--- config.mk ---
export PLATFORM = sky130hd
export DESIGN_NAME = matrix_keypad_scanner
export DESIGN_NICKNAME = d
export VERILOG_FILES = /design/src/rtl/matrix_keypad_scanner.sv
export SDC_FILE = /design/constraint.sdc
export NUM_CORES = 1
export LEC_CHECK = 0
export CAP_MARGIN = 15
export CORE_ASPECT_RATIO = 2
export CORE_UTILIZATION = 25
export CTS_CLUSTER_DIAMETER = 200
export DETAILED_ROUTE_END_ITERATION = 10
export GPL_TIMING_DRIVEN = 1
export PLACE_DENSITY = 0.4
export RECOVER_POWER = 50
export SKIP_CTS_REPAIR_TIMING = 1
export SYNTH_ARGS = -nofsm -noshare
export SYNTH_HDL_FRONTEND = slang
export SYNTH_SLANG_ARGS = --single-unit
export TNS_END_PERCENT = 100
--- constraint.sdc ---
create_clock -name clock -period 3 [get_ports clock]
set_clock_uncertainty 0.2 [all_clocks]
set_input_delay 0.3 -clock clock [delete_from_list [all_inputs] [get_ports clock]]
set_output_delay 0.3 -clock clock [all_outputs]
set_load 0.02 [all_outputs]
--- src/rtl/matrix_keypad_scanner.sv ---
// 4x4 matrix keypad scanner: one-hot-low column drive, synchronized row sense,
// per-scan NONE/SINGLE/MULTI classification and a debounced press/release FSM.
module matrix_keypad_scanner #(
  parameter int SCAN_DIVIDER   = 50000,
  parameter int DEBOUNCE_COUNT = 4
) (
  input  logic       clock,
  input  logic       reset_n,
  output logic [3:0] keypad_col,
  input  logic [3:0] keypad_row,
  output logic [3:0] key_code,
  output logic       key_valid,
  output logic       key_held,
  output logic [1:0] fsm_state
);

  typedef enum logic [1:0] {
    IDLE       = 2'd0,
    PRESS_DB   = 2'd1,
    PRESSED    = 2'd2,
    RELEASE_DB = 2'd3
  } state_e;

  localparam int              DW         = (SCAN_DIVIDER > 1) ? $clog2(SCAN_DIVIDER) : 1;
  localparam logic [DW-1:0]   DWELL_LAST = DW'(SCAN_DIVIDER - 1);
  localparam logic [3:0]      DB_MAX     = 4'(DEBOUNCE_COUNT);

  logic [3:0]    row_meta_q, row_sync_q;
  logic [DW-1:0] dwell_q;
  logic [1:0]    col_q;
  logic [1:0]    hit_cnt_q;
  logic [3:0]    hit_code_q;
  state_e        state_q, state_d;
  logic [3:0]    cnt_q, cnt_d;
  logic [3:0]    cand_q, cand_d;
  logic [3:0]    code_q, code_d;
  logic          valid_q, valid_d;
  logic          held_q, held_d;

  logic          sample, scan_end;
  logic [1:0]    cur_cnt, cur_row, tot_cnt;
  logic [2:0]    sum_cnt;
  logic [3:0]    tot_code, inc_cnt;
  logic          is_none, is_single, accept, rel_key;

  always_ff @(posedge clock or negedge reset_n) begin
    if (!reset_n) begin
      row_meta_q <= 4'hF;
      row_sync_q <= 4'hF;
    end else begin
      row_meta_q <= keypad_row;
      row_sync_q <= row_meta_q;
    end
  end

  assign sample     = (dwell_q == DWELL_LAST);
  assign scan_end   = sample && (col_q == 2'd3);
  assign keypad_col = ~(4'b0001 << col_q);

  always_ff @(posedge clock or negedge reset_n) begin
    if (!reset_n) begin
      dwell_q <= '0;
      col_q   <= 2'd0;
    end else if (sample) begin
      dwell_q <= '0;
      col_q   <= col_q + 2'd1;
    end else begin
      dwell_q <= dwell_q + 1'b1;
    end
  end

  // Hit count saturates at 2: anything beyond one pressed sample is MULTI.
  always_comb begin
    cur_cnt = 2'd0;
    cur_row = 2'd0;
    for (int r = 0; r < 4; r++) begin
      if (!row_sync_q[r]) begin
        if (cur_cnt == 2'd0) cur_row = 2'(r);
        if (cur_cnt != 2'd2) cur_cnt = cur_cnt + 2'd1;
      end
    end
    sum_cnt  = {1'b0, hit_cnt_q} + {1'b0, cur_cnt};
    tot_cnt  = (sum_cnt >= 3'd2) ? 2'd2 : sum_cnt[1:0];
    tot_code = (hit_cnt_q != 2'd0) ? hit_code_q : {cur_row, col_q};
  end

  assign is_none   = (tot_cnt == 2'd0);
  assign is_single = (tot_cnt == 2'd1);

  always_ff @(posedge clock or negedge reset_n) begin
    if (!reset_n) begin
      hit_cnt_q  <= 2'd0;
      hit_code_q <= 4'd0;
    end else if (scan_end) begin
      hit_cnt_q  <= 2'd0;
      hit_code_q <= 4'd0;
    end else if (sample) begin
      hit_cnt_q  <= tot_cnt;
      hit_code_q <= tot_code;
    end
  end

  assign inc_cnt = (cnt_q >= DB_MAX) ? DB_MAX : cnt_q + 4'd1;

  always_comb begin
    state_d = state_q;
    cnt_d   = cnt_q;
    cand_d  = cand_q;
    code_d  = code_q;
    valid_d = 1'b0;
    held_d  = held_q;
    accept  = 1'b0;
    rel_key = 1'b0;
    if (scan_end) begin
      case (state_q)
        IDLE: begin
          if (is_single) begin
            state_d = PRESS_DB;
            cand_d  = tot_code;
            cnt_d   = 4'd1;
            accept  = (4'd1 >= DB_MAX);
          end
        end
        PRESS_DB: begin
          if (is_single) begin
            cand_d = tot_code;
            cnt_d  = (tot_code == cand_q) ? inc_cnt : 4'd1;
            accept = (cnt_d >= DB_MAX);
          end else begin
            state_d = IDLE;
            cnt_d   = 4'd0;
          end
        end
        PRESSED: begin
          if (is_none) begin
            state_d = RELEASE_DB;
            cnt_d   = 4'd1;
            rel_key = (4'd1 >= DB_MAX);
          end
        end
        RELEASE_DB: begin
          if (is_none) begin
            cnt_d   = inc_cnt;
            rel_key = (inc_cnt >= DB_MAX);
          end else begin
            state_d = PRESSED;
            cnt_d   = 4'd0;
          end
        end
        default: state_d = IDLE;
      endcase
      if (accept) begin
        state_d = PRESSED;
        code_d  = cand_d;
        valid_d = 1'b1;
        held_d  = 1'b1;
        cnt_d   = 4'd0;
      end
      // key_code deliberately keeps the released key's value.
      if (rel_key) begin
        state_d = IDLE;
        held_d  = 1'b0;
        cnt_d   = 4'd0;
      end
    end
  end

  always_ff @(posedge clock or negedge reset_n) begin
    if (!reset_n) begin
      state_q <= IDLE;
      cnt_q   <= 4'd0;
      cand_q  <= 4'd0;
      code_q  <= 4'd0;
      valid_q <= 1'b0;
      held_q  <= 1'b0;
    end else begin
      state_q <= state_d;
      cnt_q   <= cnt_d;
      cand_q  <= cand_d;
      code_q  <= code_d;
      valid_q <= valid_d;
      held_q  <= held_d;
    end
  end

  assign key_code  = code_q;
  assign key_valid = valid_q;
  assign key_held  = held_q;
  assign fsm_state = state_q;

endmodule

# [Word level (Yosys, flattened, before mapping)]
# Index checks and enable logic that the tools add are counted.
[totals] output_inout_bits=12 elab_cells=101 input_bits=6 register_bits=48
[op_classes] shifts=1 n_reduce_logical=14 add_sub_neg=7 bitwise=1 eq_ne=14 n_lt_le_gt_ge=4 muxes=48
[op_table] operator="$mux W4" n=13
[op_table] operator="$mux W2" n=19
[op_table] operator="$add A16 B1 Y16 const B" n=1
[op_table] operator="$eq A16 B16 Y1 const B" n=1
[op_table] operator="$mux W16" n=1
[op_table] operator="$ne A4 B4 Y1 const B" n=4
[op_table] operator="$pmux W4 S4" n=1
[op_table] operator="$mux W1" n=13
[op_table] operator="$ge A4 B3 Y1 const B" n=3
[op_table] operator="$logic_not A2 Y1" n=5
[op_table] operator="$add A2 B1 Y2 const B" n=4
[op_table] operator="$pmux W2 S4" n=1
[op_table] operator="$eq A2 B2 Y1 const B" n=3
[op_table] operator="$ne A2 B2 Y1 const B" n=3
[op_table] operator="$reduce_bool A2 Y1" n=3
[op_table] operator="$reduce_and A5 Y1" n=1
[op_table] operator="$add A4 B1 Y4 const B" n=1
[op_table] operator="$eq A2 B1 Y1 const B" n=2
[op_table] operator="$eq A4 B4 Y1" n=1
[op_table] operator="$not A4 Y4" n=1
[op_table] operator="$reduce_and A2 Y1" n=2
[op_table] operator="$shl A1 B2 Y4 const A" n=1
[op_table] operator="$add A2 B2 Y3" n=1
[op_table] operator="$ge A3 B2 Y1 const B" n=1
[op_table] operator="other kinds (3)" n=3

# [Depth between registers and ports, before layout]
[depth] depth_word=19 ltp_mapped=13 mapped_depth_nobuf=13

# [Worst setup path before layout]
# Ideal clock, no wire load.
[synth_path] path_type="reg2reg" startpoint="reg row_sync_q[0]" endpoint="reg code_q[0] (netlist: key_code[0])" setup_slack_ps=-212 path_stages_with_launch=14 synth_period_minus_slack_ps=3212 setup_ps=79 t_required_ps=2721 arrival_ps=2932 n_path_buf=0 path_cell_list="dfstp_2 inv_1 ha_1 nor3_1 a21oi_1 a21oi_1 ha_1 inv_1 fa_1 nand3_1 nor2_1 nand2_1 a211oi_4 mux2i_1"
[synth_between] elab_chain_cells=18 word_cells_on_any_way=36 cone_classes="4 x add/sub; 2 x order compare; 5 x eq/ne; 21 x mux; 4 x reduce/logical"
[synth_rtl] item="start, declared" line_no="28" source="logic [3:0] row_meta_q, row_sync_q;"
[synth_rtl] item="start signal, assigned" line_no="52" source="row_sync_q <= row_meta_q;"
[synth_rtl] item="$mux W1 (*)" line_no="77" source="if (!row_sync_q[r]) begin"
[synth_rtl] item="$add A2 B1 Y2 or $ne A2 B2 Y1 (tied branches)" line_no="79" source="if (cur_cnt != 2'd2) cur_cnt = cur_cnt + 2'd1;"
[synth_rtl] item="$mux W2" line_no="79"
[synth_rtl] item="$mux W2" line_no="77"
[synth_rtl] item="$add A2 B1 Y2 or $ne A2 B2 Y1 (tied branches)" line_no="79"
[synth_rtl] item="$mux W2" line_no="79"
[synth_rtl] item="$mux W2" line_no="77"
[synth_rtl] item="$add A2 B1 Y2 (tied with other cells)" line_no="79"
[synth_rtl] item="[2 not listed]"
[synth_rtl] item="$add A2 B2 Y3 or $mux W4 (tied branches)" line_no="82, 84"
[synth_rtl] item="$ge A3 B2 Y1 or $eq A4 B4 Y1 (tied branches)" line_no="83, 127"
[synth_rtl] item="$mux W2 or $mux W4 (tied branches)" line_no="83, 127"
[synth_rtl] item="$eq A2 B1 Y1 or $ge A4 B3 Y1 (tied branches)" line_no="88, 128"
[synth_rtl] item="$mux W1" line_no="125" source="if (is_single) begin"
[synth_rtl] item="$mux W1"
[synth_rtl] item="$mux W1" line_no="114" source="if (scan_end) begin"
[synth_rtl] item="$reduce_and A2 Y1 (no source line)"
[synth_rtl] item="end signal, assigned" line_no="180" source="code_q <= code_d;"
[synth_rtl] item="end, declared" line_no="36" source="logic [3:0] code_q, code_d;"
# Every way passes the cells marked *; elsewhere a longest branch is shown, timed or not. The select of a mux whose other input is x is not followed.
# A chain may end at the register's enable or synchronous reset.

# [Final worst setup path]
[layout_path] startpoint="reg row_sync_q[1]" endpoint="reg code_q[3] (netlist: key_code[3])"
[layout_between] elab_chain_cells=15 word_cells_on_any_way=30 cone_classes="3 x add/sub; 2 x order compare; 4 x eq/ne; 18 x mux; 3 x reduce/logical"
[layout_rtl] item="$mux W2" line_no="77"
[layout_rtl] item="$add A2 B1 Y2 or $ne A2 B2 Y1 (tied branches)" line_no="79"
[layout_rtl] item="$mux W2" line_no="79"
[layout_rtl] item="$mux W2" line_no="77"
[layout_rtl] item="$add A2 B1 Y2 (tied with other cells)" line_no="79"
[layout_rtl] item="$mux W2 (on tied branches)" line_no="79, 78"
[layout_rtl] item="$mux W2" line_no="77"
[layout_rtl] item="$add A2 B2 Y3 or $mux W4 (tied branches)" line_no="82, 84"
[layout_rtl] item="$ge A3 B2 Y1 or $eq A4 B4 Y1 (tied branches)" line_no="83, 127"
[layout_rtl] item="$mux W2 or $mux W4 (tied branches)" line_no="83, 127"
[layout_rtl] item="$eq A2 B1 Y1 or $ge A4 B3 Y1 (tied branches)" line_no="88, 128"
[layout_rtl] item="$mux W1" line_no="125"
[layout_rtl] item="$mux W1"
[layout_rtl] item="$mux W1" line_no="114"
[layout_rtl] item="$reduce_and A2 Y1 (no source line)"
# Several ways; a longest one is shown, not always the timed one. The select of a mux whose other input is x is not followed.

==> impl.org <==
** Die
- CORE AREA :: 9699 µm²
- Die footprint :: between 10000 and 15000 µm²
- Starting density of the core :: 0.2574
- Row generation in the floorplan step produced 51 rows.
- Number of placed I/O pins :: 18
- Die H :: between 100 and 150 µm
- Die Wd :: just over 70 µm

** Global routing
- For this run, the total global-route usage over all layers was measured as 0.1367.
- The first global-routing pass estimated 10.52 mm of wire.
- Largest net degree at the start of global routing :: 42
- The number of global-route vias before repair came to about 2000.
- Number of antenna violations at the first check in global routing :: 0
- Global-route congestion overflow total :: 0

** Detailed routing
- Detailed router's first-iteration violation count :: 110
- The first detailed-routing pass ran for 4 iterations.
- Post-route DRC violation count :: 0
- Final WL :: around 6.2 mm
- Post-route antenna net violation count :: 0
- The routed layout has around 1800 vias.
- After detailed routing, the average wire length per cell comes to 15.15 µm.
- In the routed layout, each cell is associated on average with a via count of 4.499.

** Power and ir drop
- Clk network pwr share :: 0.436
- Of the total power, the share spent switching nets is 0.2292.
- Reported net switching power :: approximately 300 µW
- Leak Pwr :: 1.374 nW
- PwrDens :: 419.9 nW/µm²
- Internal power summed over all cells :: 1.031 mW
- Share of power burned in combinational logic :: 0.068
- Total power draw :: 1.338 mW
- Reg power frac :: 0.496
- IR analysis of the VDD net gives a maximum drop of between 0.0002 and 0.00025 V.

** Placed design
- Number of buffers added on ports :: 17
- Final weighted congestion in routability-driven placement :: between 0.7 and 0.8
- Detailed placement finished with a half-perimeter wire length of around 4.6 mm.
- OpenSTA, run right after detailed placement, puts the worst setup slack at -213.5 ps.

** Timing
- In the finished design, the share of the clock period the worst path needs comes to 1.025.
- Highest clock rate :: 325.1 MHz
- Post-Route Hold Slack :: about 160 ps
- The max-slew violation count is 42.
- Once routing completed, OpenROAD measured the worst setup slack at -75.68 ps.
- In this run the tightest slew margin relative to its limit is -0.5698.
- Hold violation total from the final report :: 0
- Number of endpoints failing setup at the final stage :: 8
- At the pin with the least slew margin, the transition time is roughly 2400 ps.
- Min Tclk post-route :: about 3000 ps
- Total negative setup slack :: -400.6 ps
- Unrepaired setup endpoints after global routing :: true

** Yosys
- Top cell type's share of synthesized area :: 0.4010
- Synth Register Bits :: 48
- The Yosys step of the flow raised 0 warnings.
- Yosys mapped a number of flops with a built-in enable equal to 0.
- Most common flop cell mapped by yosys :: sky130_fd_sc_hd__dfrtp_1
- Async set or reset register ratio after synthesis :: 1.000
- A synthesized cell averages ~10 µm².
- Counting every net in the synthesized netlist gives ~260.
- Top cell type by total area after synthesis :: sky130_fd_sc_hd__dfrtp_1
- Top cells by area in the synthesized netlist :: sky130_fd_sc_hd__dfrtp_1, sky130_fd_sc_hd__dfstp_2, sky130_fd_sc_hd__ha_1, sky130_fd_sc_hd__xor2_1, sky130_fd_sc_hd__mux2i_1
- Cell count after synthesis :: between 200 and 250
- Post-synthesis sequential area ratio :: 0.4852
- Synth cell types :: 48
- Cell area after synthesis :: approximately 2500 µm²

** Finish
- Share of layout cells above drive strength 1 :: 0.2036
- The final layout contains just under 300 nets.
- Commonest non-fill, non-tap cell in the layout :: sky130_fd_sc_hd__dfrtp_1
- Layout overhead on the synthesized area :: 27.62%
- Diode insertion count for antenna repair :: 0
- The library cells used most frequently in the layout, excluding fill and tap cells, are sky130_fd_sc_hd__dfrtp_1, sky130_fd_sc_hd__nand2_1, sky130_fd_sc_hd__buf_4, sky130_fd_sc_hd__nor2_1, sky130_fd_sc_hd__xor2_1.

** Min path
- HP Class :: flip-flop to flip-flop
- Min-Delay Path Depth :: 0

** Setup path
- For the worst setup path, the data required time is roughly 3000 ps.
- For the worst setup path, the data arrival time is a little over 3000 ps.
- Endpoint type of the worst setup path :: flip-flop
- Number of cells on the worst reg-to-reg path :: 14
- The worst setup path is of the flip-flop to flip-flop kind.
- CP startpoint kind :: flip-flop
- In this run the worst path has a maximum fanout of 6.

** CTS
- Worst skew pair latency :: about 290 ps
- CTS H-Tree Depth :: 2
- Clock tree from TritonCTS :: built
- The root buffer cell chosen for the clock tree is sky130_fd_sc_hd__clkbuf_16.
- Clock transition at path regs :: 70 ps
- TritonCTS Buffers :: 5
- Clock sink count :: 48
- Largest buffer count on any clock path :: 2

** Outcome
- Outcome :: complete, but fails checks
- The final reports fail on capacitance limit, slew limit, setup timing.

** Run
- Across the run, the number of max-cap violations was 1.
==> final timing paths <==
check,startpoint,slack [ps],to
setup / recovery,row_sync_q[1],-80,key_code[3]
hold / removal,row_meta_q[2],160,row_sync_q[2]
setup reg to reg,row_sync_q[1],-80,key_code[3]
hold reg to reg,row_meta_q[2],160,row_sync_q[2]
max in group asynchronous,reset_n,740,dwell_q[6]
min in group asynchronous,reset_n,510,key_code[0]
==> power by group through the flow <==
stage	registers, mW	clock network (mW)	logic [mW]
3_3_place_gp	0.675	0	0.0869
6_report	0.663	0.583	0.0910
2_1_floorplan	0.672	0	0.0445
4_1_cts	0.663	0.606	0.0882
5_1_grt	0.664	0.628	0.103
3_5_place_dp	0.675	0	0.0879
==> worst max-delay path: stages (launching register included) <==
cell,delay [ps]
sky130_fd_sc_hd__dfstp_2,570
sky130_fd_sc_hd__inv_4,50
sky130_fd_sc_hd__ha_4,250
sky130_fd_sc_hd__nor3_2,100
sky130_fd_sc_hd__a21oi_1,70
sky130_fd_sc_hd__a21oi_2,150
sky130_fd_sc_hd__ha_2,190
sky130_fd_sc_hd__inv_2,40
sky130_fd_sc_hd__fa_1,520
sky130_fd_sc_hd__nand3_2,110
sky130_fd_sc_hd__nor2_4,160
sky130_fd_sc_hd__nand2_4,70
sky130_fd_sc_hd__a211oi_4,160
sky130_fd_sc_hd__buf_6,160
sky130_fd_sc_hd__mux2i_1,190
==> logic make-up after synthesis <==
kind of cell | after synthesis | share of synthesized area
multiplexers | 8 | 0.03208
AO/OA/AOI/OAI | 41 | 0.1128
AND/OR/NAND/NOR | 86 | 0.1935
flip-flops | 48 | 0.4852
adder cells (fa/ha/maj) | 13 | 0.06817
buffers and inverters | 21 | 0.03459
XOR/XNOR | 21 | 0.07369
==> stage by stage <==
stage | cell area (µm²) | cells | utilization
after detailed placement | 2965 | 398 | 0.3057
after global placement | 2965 | 398 | 0.3057
after CTS | 3119 | 406 | 0.3216
after floorplan | 2537 | 238 | -
final | 3186 | 407 | 0.3284
after global routing | 3186 | 407 | 0.3284
==> state kept, by name, summed over array words and instances (netlist names), 4 cells and up <==
| signal | cells |
|---|---|
| row_meta_q | 4 |
| cand_q | 4 |
| cnt_q | 4 |
| hit_code_q | 4 |
| row_sync_q | 4 |
| dwell_q | 16 |
| key_code | 4 |
==> synth_stat cells (2+ instances only) <==
library cell	n
sky130_fd_sc_hd__nand2_1	20
sky130_fd_sc_hd__a31oi_1	4
sky130_fd_sc_hd__nor2_1	14
sky130_fd_sc_hd__nor2b_1	8
sky130_fd_sc_hd__and2_1	3
sky130_fd_sc_hd__nor4bb_1	2
sky130_fd_sc_hd__dfstp_2	8
sky130_fd_sc_hd__dfrtp_1	40
sky130_fd_sc_hd__o21ai_0	2
sky130_fd_sc_hd__xor2_1	13
sky130_fd_sc_hd__o31ai_1	3
sky130_fd_sc_hd__inv_1	15
sky130_fd_sc_hd__and4_1	5
sky130_fd_sc_hd__nor3_1	6
sky130_fd_sc_hd__o21ai_1	11
sky130_fd_sc_hd__ha_1	12
sky130_fd_sc_hd__clkbuf_1	5
sky130_fd_sc_hd__a21oi_1	5
sky130_fd_sc_hd__xnor2_1	8
sky130_fd_sc_hd__nand3_1	12
sky130_fd_sc_hd__a22oi_1	3
sky130_fd_sc_hd__nand4_1	3
sky130_fd_sc_hd__mux2i_1	8
sky130_fd_sc_hd__o22a_1	2
sky130_fd_sc_hd__a22o_1	2
sky130_fd_sc_hd__and3_1	2
==> per-layer routing <==
| metal | share of wire | GRT usage | vias to the layer above |
|---|---|---|---|
| li1 | - | - | 902 |
| met1 | 0.36 | 0.1340 | 907 |
| met4 | 0.025 | 0.06192 | 0 |
| met2 | 0.60 | 0.2705 | 14 |
| met3 | 0.014 | 0.01893 | 8 |
| met5 | 0 | 0 | - |
==> final cells by class <==
class                   count  area, µm²
clock buffers               6      138.9
well taps                 132      165.2
fillers                  1036       6514
repair buffers             35      306.5
flip-flops and latches     48       1211
multi-input cells         169       1290
clock inverters             2      15.01
inverters                  15      58.81
(Power assumes the default switching activity.)
